**src/rtl/hazard_ctrl.sv**
```systemverilog
// hazard_ctrl
//   Pipeline sequencing controller for a 5-stage RV32I core. Produces the
//   per-stage register write-enables, the IF/ID and ID/EX bubble/flush
//   controls, and two saturating stall-statistics counters.
//
//   Handles, in priority order:
//     - data-memory wait states (full pipeline freeze)
//     - redirects (taken branch / jal / jalr) resolved in EX
//     - instruction-fetch wait states (bubble into ID/EX)
//     - load-use hazards (one bubble into ID/EX)
//   A redirect that lands while a fetch is still outstanding arms a
//   "stale fetch drop": the first fetch that completes afterwards belongs
//   to the wrong path and is squashed in IF/ID.
//
// Ports
//   clk, rst        core clock, synchronous active-high reset
//   id_rs1_s        rs1 index of the instruction in ID
//   id_rs2_s        rs2 index of the instruction in ID
//   id_uses_rs2     ID instruction actually reads rs2
//   ex_rd_s         rd index of the instruction in EX
//   ex_is_load      EX instruction is a load
//   ex_regf_we      EX instruction writes the register file
//   ex_redirect     EX resolved a taken control transfer this cycle
//   imem_wait       fetch outstanding, instruction not yet valid
//   dmem_req        MEM stage issues a load/store this cycle
//   dmem_resp       data memory response valid this cycle
//   pc_we           PC update enable
//   if_id_we        IF/ID write enable
//   id_ex_we        ID/EX write enable
//   ex_mem_we       EX/MEM write enable
//   mem_wb_we       MEM/WB write enable
//   if_id_flush     load NOP into IF/ID (together with if_id_we)
//   id_ex_flush     load bubble into ID/EX (together with id_ex_we)
//   load_stall_cnt  cycles lost to load-use bubbles (saturating)
//   mem_stall_cnt   cycles lost to imem/dmem waits (saturating)

module hazard_ctrl #(
    parameter int unsigned CNT_W = 32
) (
    input  logic             clk,
    input  logic             rst,
    input  logic [4:0]       id_rs1_s,
    input  logic [4:0]       id_rs2_s,
    input  logic             id_uses_rs2,
    input  logic [4:0]       ex_rd_s,
    input  logic             ex_is_load,
    input  logic             ex_regf_we,
    input  logic             ex_redirect,
    input  logic             imem_wait,
    input  logic             dmem_req,
    input  logic             dmem_resp,
    output logic             pc_we,
    output logic             if_id_we,
    output logic             id_ex_we,
    output logic             ex_mem_we,
    output logic             mem_wb_we,
    output logic             if_id_flush,
    output logic             id_ex_flush,
    output logic [CNT_W-1:0] load_stall_cnt,
    output logic [CNT_W-1:0] mem_stall_cnt
);

    typedef enum logic {
        RUN,
        DMEM_WAIT
    } state_t;

    state_t             state_q, state_d;
    logic               redirect_pend_q, redirect_pend_d;
    logic [CNT_W-1:0]   load_cnt_q, load_cnt_d;
    logic [CNT_W-1:0]   mem_cnt_q, mem_cnt_d;

    logic               load_use;
    logic               freeze;
    logic               load_inc;
    logic               mem_inc;

    // A load in EX whose destination is read by the ID instruction cannot be
    // forwarded in time; x0 is never a real dependency.
    assign load_use = ex_is_load && ex_regf_we && (ex_rd_s != 5'd0) &&
                      ((ex_rd_s == id_rs1_s) ||
                       (id_uses_rs2 && (ex_rd_s == id_rs2_s)));

    // In DMEM_WAIT the response cycle already behaves as RUN; in RUN a
    // zero-wait access (req and resp together) never freezes.
    assign freeze = (state_q == DMEM_WAIT) ? !dmem_resp
                                           : (dmem_req && !dmem_resp);

    always_comb begin
        pc_we           = 1'b0;
        if_id_we        = 1'b0;
        id_ex_we        = 1'b0;
        ex_mem_we       = 1'b0;
        mem_wb_we       = 1'b0;
        if_id_flush     = 1'b0;
        id_ex_flush     = 1'b0;
        state_d         = state_q;
        redirect_pend_d = redirect_pend_q;
        load_inc        = 1'b0;
        mem_inc         = 1'b0;

        if (!rst) begin
            if (freeze) begin
                // Full freeze: every register holds, redirect_pend held.
                state_d = DMEM_WAIT;
                mem_inc = 1'b1;
            end else begin
                state_d = RUN;
                if (ex_redirect) begin
                    pc_we       = 1'b1;
                    if_id_we    = 1'b1;
                    id_ex_we    = 1'b1;
                    ex_mem_we   = 1'b1;
                    mem_wb_we   = 1'b1;
                    if_id_flush = 1'b1;
                    id_ex_flush = 1'b1;
                end else if (imem_wait || load_use) begin
                    // Hold PC and IF/ID, push a bubble into ID/EX, let the
                    // older instructions drain.
                    id_ex_we    = 1'b1;
                    id_ex_flush = 1'b1;
                    ex_mem_we   = 1'b1;
                    mem_wb_we   = 1'b1;
                    if (imem_wait) begin
                        mem_inc = 1'b1;
                    end else begin
                        load_inc = 1'b1;
                    end
                end else begin
                    pc_we     = 1'b1;
                    if_id_we  = 1'b1;
                    id_ex_we  = 1'b1;
                    ex_mem_we = 1'b1;
                    mem_wb_we = 1'b1;
                end

                // The fetch completing now was issued before the redirect:
                // squash it. A redirect in this cycle cannot re-arm the drop
                // because no fetch is outstanding.
                if (redirect_pend_q && !imem_wait) begin
                    if_id_flush     = 1'b1;
                    redirect_pend_d = 1'b0;
                end else if (ex_redirect && imem_wait) begin
                    redirect_pend_d = 1'b1;
                end
            end
        end
    end

    always_comb begin
        load_cnt_d = load_cnt_q;
        mem_cnt_d  = mem_cnt_q;
        if (load_inc && (load_cnt_q != '1)) begin
            load_cnt_d = load_cnt_q + CNT_W'(1);
        end
        if (mem_inc && (mem_cnt_q != '1)) begin
            mem_cnt_d = mem_cnt_q + CNT_W'(1);
        end
    end

    always_ff @(posedge clk) begin
        if (rst) begin
            state_q         <= RUN;
            redirect_pend_q <= 1'b0;
            load_cnt_q      <= '0;
            mem_cnt_q       <= '0;
        end else begin
            state_q         <= state_d;
            redirect_pend_q <= redirect_pend_d;
            load_cnt_q      <= load_cnt_d;
            mem_cnt_q       <= mem_cnt_d;
        end
    end

    assign load_stall_cnt = load_cnt_q;
    assign mem_stall_cnt  = mem_cnt_q;

endmodule

```
**config.mk**
```make
export PLATFORM = sky130hd
export DESIGN_NAME = hazard_ctrl
export DESIGN_NICKNAME = d
export VERILOG_FILES = /design/src/rtl/hazard_ctrl.sv
export SDC_FILE = /design/constraint.sdc
export NUM_CORES = 1
export LEC_CHECK = 0
export BUFFER_PORTS_ARGS = -buffer_cell sky130_fd_sc_hd__buf_2
export CAP_MARGIN = 25
export CORE_UTILIZATION = 46
export CTS_CLUSTER_SIZE = 28
export DETAILED_ROUTE_END_ITERATION = 10
export PLACE_DENSITY = 0.74
export SETUP_SLACK_MARGIN = 0.15
export SYNTH_ARGS = -nofsm -noshare
export SYNTH_HDL_FRONTEND = slang
export SYNTH_SLANG_ARGS = --single-unit
```
**constraint.sdc**
```tcl
create_clock -name clk -period 2.4 [get_ports clk]
set_input_delay 0.36 -clock clk [delete_from_list [all_inputs] [get_ports clk]]
set_output_delay 0.36 -clock clk [all_outputs]
set_load 0.01 [all_outputs]
```
==> flow_summary.rst <==
.. list-table::
   :header-rows: 1

   * - Metric
     - Value
   * - Run status
     - complete, no violations
   * - Final worst-path cycle share
     - 89.7%
   * - Count of placed standard cells in the final layout, fillers left out
     - 595
   * - Number of pins with negative max-slew slack in the final report
     - 0
   * - Clock transition at the register clock pins on the worst setup and hold paths after CTS
     - 0.07 ns
   * - Share of final-layout standard cells stronger than drive strength 1
     - 26.8%
   * - Max-slew headroom
     - 66.8%
   * - Top cell type by total area after synthesis
     - sky130_fd_sc_hd__dfxtp_1
   * - Clock latency on the worst-skew pair
     - 0.34 ns
   * - Final standard cell utilization of the core
     - 57.8%
   * - Number of antenna violations at the first check in global routing
     - 0
   * - Largest fanout of any net on the critical path
     - 3
   * - Number of unique standard cell types used by synthesis
     - 51
   * - Seq pwr share
     - 52.7%
   * - Net switching power
     - 0.486 mW
   * - Total gr overflow
     - 0
   * - Post-route setup TNS
     - 0 ns
   * - Wirelength, routed
     - 7910 um
   * - Pin slew with the least headroom to its limit
     - 0.495 ns
   * - First-pass GRT wire length
     - 12,700 um
   * - Worst hold-check path type
     - in2reg
   * - Total clock buffers created by CTS
     - 9
   * - Portion of the post-synthesis area used by sequential elements
     - 38.3%
   * - Leading cell type by number of instances after synthesis
     - sky130_fd_sc_hd__dfxtp_1
   * - Max Root-Sink Buffers
     - 2
   * - Number of warnings reported in the yosys synthesis log
     - 0
   * - Most instantiated flip-flop cell in the synthesis netlist
     - sky130_fd_sc_hd__dfxtp_1
   * - Lkg Pwr
     - 1.68 nW
   * - Post-synthesis net count
     - 423
   * - Overall fraction of global-route tracks in use
     - 20.7%
   * - Critical path startpoint category
     - input port
   * - Gate count after technology mapping
     - 397
   * - Area enclosed by the die boundary
     - 7860 um2
   * - Sinks on Clock Net
     - 66
   * - Setup violation total in the final timing report
     - 0
   * - Crit path kind
     - in2out
   * - Overall power consumption
     - 2.10 mW
   * - Antenna diodes
     - 0
   * - Remaining number of nets flagged by the antenna check after routing
     - 0
   * - # nets final
     - 517
   * - Width of the die
     - 88.6 um
   * - VDD IR max
     - 0.000301 V
   * - I/O pin count
     - 95
   * - First-pass DRT Iterations
     - 4
   * - Per-instance average area after synthesis
     - 8.70 um2
   * - Met2 demand-to-capacity share in global routing
     - 36.6%
   * - Floorplan Core Area
     - 7250 um2
   * - Data required time at the worst endpoint
     - 2.04 ns
   * - Leading cell types by count after synthesis
     - sky130_fd_sc_hd__dfxtp_1 (66), sky130_fd_sc_hd__nor2_1 (41), sky130_fd_sc_hd__a21oi_1 (35)
   * - Number of flops mapped to enable cells by yosys
     - 0
   * - Maximum number of pins on one net before global-route repair
     - 36
   * - Power share of the clock group
     - 41.3%
   * - Row cnt
     - 31
   * - Chip Height
     - 88.6 um
   * - Worst clock skew
     - 0.00888 ns
   * - Area growth, synth to finish
     - 21.5%
   * - Gr busiest metal
     - met2
   * - Count of cells along the worst hold path
     - 3
   * - Number of placed instances, taps included
     - 579
   * - Placer's final routability congestion estimate
     - 0.803
   * - Number of buffers added on ports
     - 94
   * - Largest cells by area after synthesis
     - sky130_fd_sc_hd__dfxtp_1 (38%), sky130_fd_sc_hd__xor2_1 (5.8%), sky130_fd_sc_hd__a21oi_1 (5.1%)
   * - Combinational fraction of design power
     - 6.0%
   * - RSZ-0062 raised after global routing
     - yes
   * - Post-route DRC
     - 0
   * - Max-capacitance violation count
     - 0
   * - M3 GR Usage
     - 7.09%
   * - Cell Pwr Density
     - 500 nW/um2
   * - Drt via density
     - 5.49
   * - Initial core utilization
     - 47.6%
   * - Fraction of power spent switching nets
     - 23.2%
   * - Fin Hold WS
     - 0.359 ns
   * - Data arrival at the endpoint of the critical path
     - 1.79 ns
   * - Post-synth ARST share
     - 0%
   * - Wire length per cell after detailed routing
     - 13.3 um
   * - Post-Syn Area
     - 3450 um2
   * - Cell at the root of the clock tree
     - sky130_fd_sc_hd__clkbuf_8
   * - Internal Power
     - 1.61 mW
   * - Max Clock Freq
     - 0.464 GHz
   * - Number of global-route vias before repair
     - 2,888
   * - H-tree Lvls
     - 3
   * - Minimum clock period
     - 2.15 ns
   * - Via Count
     - 3,269
   * - Met1 Resource Use GR
     - 23.6%
   * - Hold violation count in the final report
     - 0
   * - Synth top area share
     - 38.3%
   * - Starting DRT DRC Count
     - 139
   * - TritonCTS clock tree
     - done
   * - Number of synthesized register bits
     - 66
   * - Worst r2r path cells
     - 6
   * - Post-detailed-placement half-perimeter wirelength
     - 5720 um
   * - Crit path capture type
     - output port
what timing repair did:
item / 4_1_cts / 5_1_grt
hold buffers: 0 / 0
setup endpoints to repair: 0 / 10
buffers inserted: 0 / 0
resized for setup: 0 / 2
through the flow:
stage,setup WS (ns),instance area (um2)
final,0.247,4190
after global routing,0.131,4190
after CTS,0.223,4180
after detailed placement,0.0574,4000
after global placement,0.167,4000
after floorplan,0.432,3450
final cells by class:
| cell class | count | area (um2) |
|---|---|---|
| timing repair buffer | 99 | 508 |
| clock inverter | 2 | 10.0 |
| tap | 99 | 124 |
| clock buffer | 14 | 173 |
| multi-input combinational | 305 | 2020 |
| sequential | 66 | 1320 |
| inverter | 10 | 37.5 |
| fill | 689 | 3060 |
path summary, 6_finish.rpt:
| path | from | end | slack (ns) |
|---|---|---|---|
| max reg2reg | load_stall_cnt[6] | load_stall_cnt[19] | 0.34 |
| min | imem_wait | redirect_pend_q | 0.36 |
| max | ex_rd_s[0] | pc_we | 0.25 |
| min reg2reg | load_stall_cnt[17] | load_stall_cnt[17] | 0.51 |
cells by family after synthesis:
logic type | Yosys count | synth area share, %
AO/OA/AOI/OAI | 82 | 16.3
adder cells (fa/ha/maj) | 2 | 0.725
AND/OR/NAND/NOR | 181 | 30.8
flip-flops | 66 | 38.3
XOR/XNOR | 39 | 9.89
buffers and inverters | 26 | 3.66
multiplexers | 1 | 0.290
layout by cell type (no fill, tap or decap), types with 5 or more instances in the layout:
cell type,n
sky130_fd_sc_hd__o31ai_1,11
sky130_fd_sc_hd__o21ai_0,16
sky130_fd_sc_hd__o21ai_1,5
sky130_fd_sc_hd__or3_1,21
sky130_fd_sc_hd__buf_2,94
sky130_fd_sc_hd__xor2_1,23
sky130_fd_sc_hd__xnor2_1,16
sky130_fd_sc_hd__nand2_1,23
sky130_fd_sc_hd__clkbuf_8,12
sky130_fd_sc_hd__and3_1,14
sky130_fd_sc_hd__buf_4,5
sky130_fd_sc_hd__inv_1,10
sky130_fd_sc_hd__nor2_1,41
sky130_fd_sc_hd__dfxtp_1,66
sky130_fd_sc_hd__nand3_1,18
sky130_fd_sc_hd__and4_1,5
sky130_fd_sc_hd__nand4_1,27
sky130_fd_sc_hd__a21oi_1,35
sky130_fd_sc_hd__or4_1,11
flip-flops by register name (all words and copies together), names as in the netlist:
| signal | count |
|---|---|
| load_stall_cnt | 32 |
| state_q | 1 |
| mem_stall_cnt | 32 |
| redirect_pend_q | 1 |
critical path, cell delays in order:
cell	delay (ns)
sky130_fd_sc_hd__buf_2	0.12
sky130_fd_sc_hd__or3_1	0.38
sky130_fd_sc_hd__o311a_1	0.35
sky130_fd_sc_hd__a21oi_1	0.27
sky130_fd_sc_hd__nor2_1	0.07
sky130_fd_sc_hd__nor2_1	0.11
sky130_fd_sc_hd__buf_2	0.14
power groups by stage:
stage / sequential [mW] / combinational (mW) / clock, mW
after floorplan: 1.13 / 0.0771 / 0
after global placement: 1.13 / 0.123 / 0
after detailed placement: 1.13 / 0.126 / 0
after CTS: 1.11 / 0.126 / 0.890
after global routing: 1.11 / 0.139 / 0.932
final: 1.11 / 0.125 / 0.866
routing by layer:
layer / share of wire (%) / vias up / wire [um]
li1: - / 1637 / -
met1: 44 / 1545 / 3440
met4: 1.4 / 0 / 108
met5: 0 / - / 0
met3: 5.8 / 14 / 456
met2: 49 / 73 / 3900
Power figures use the tool's default switching activity.
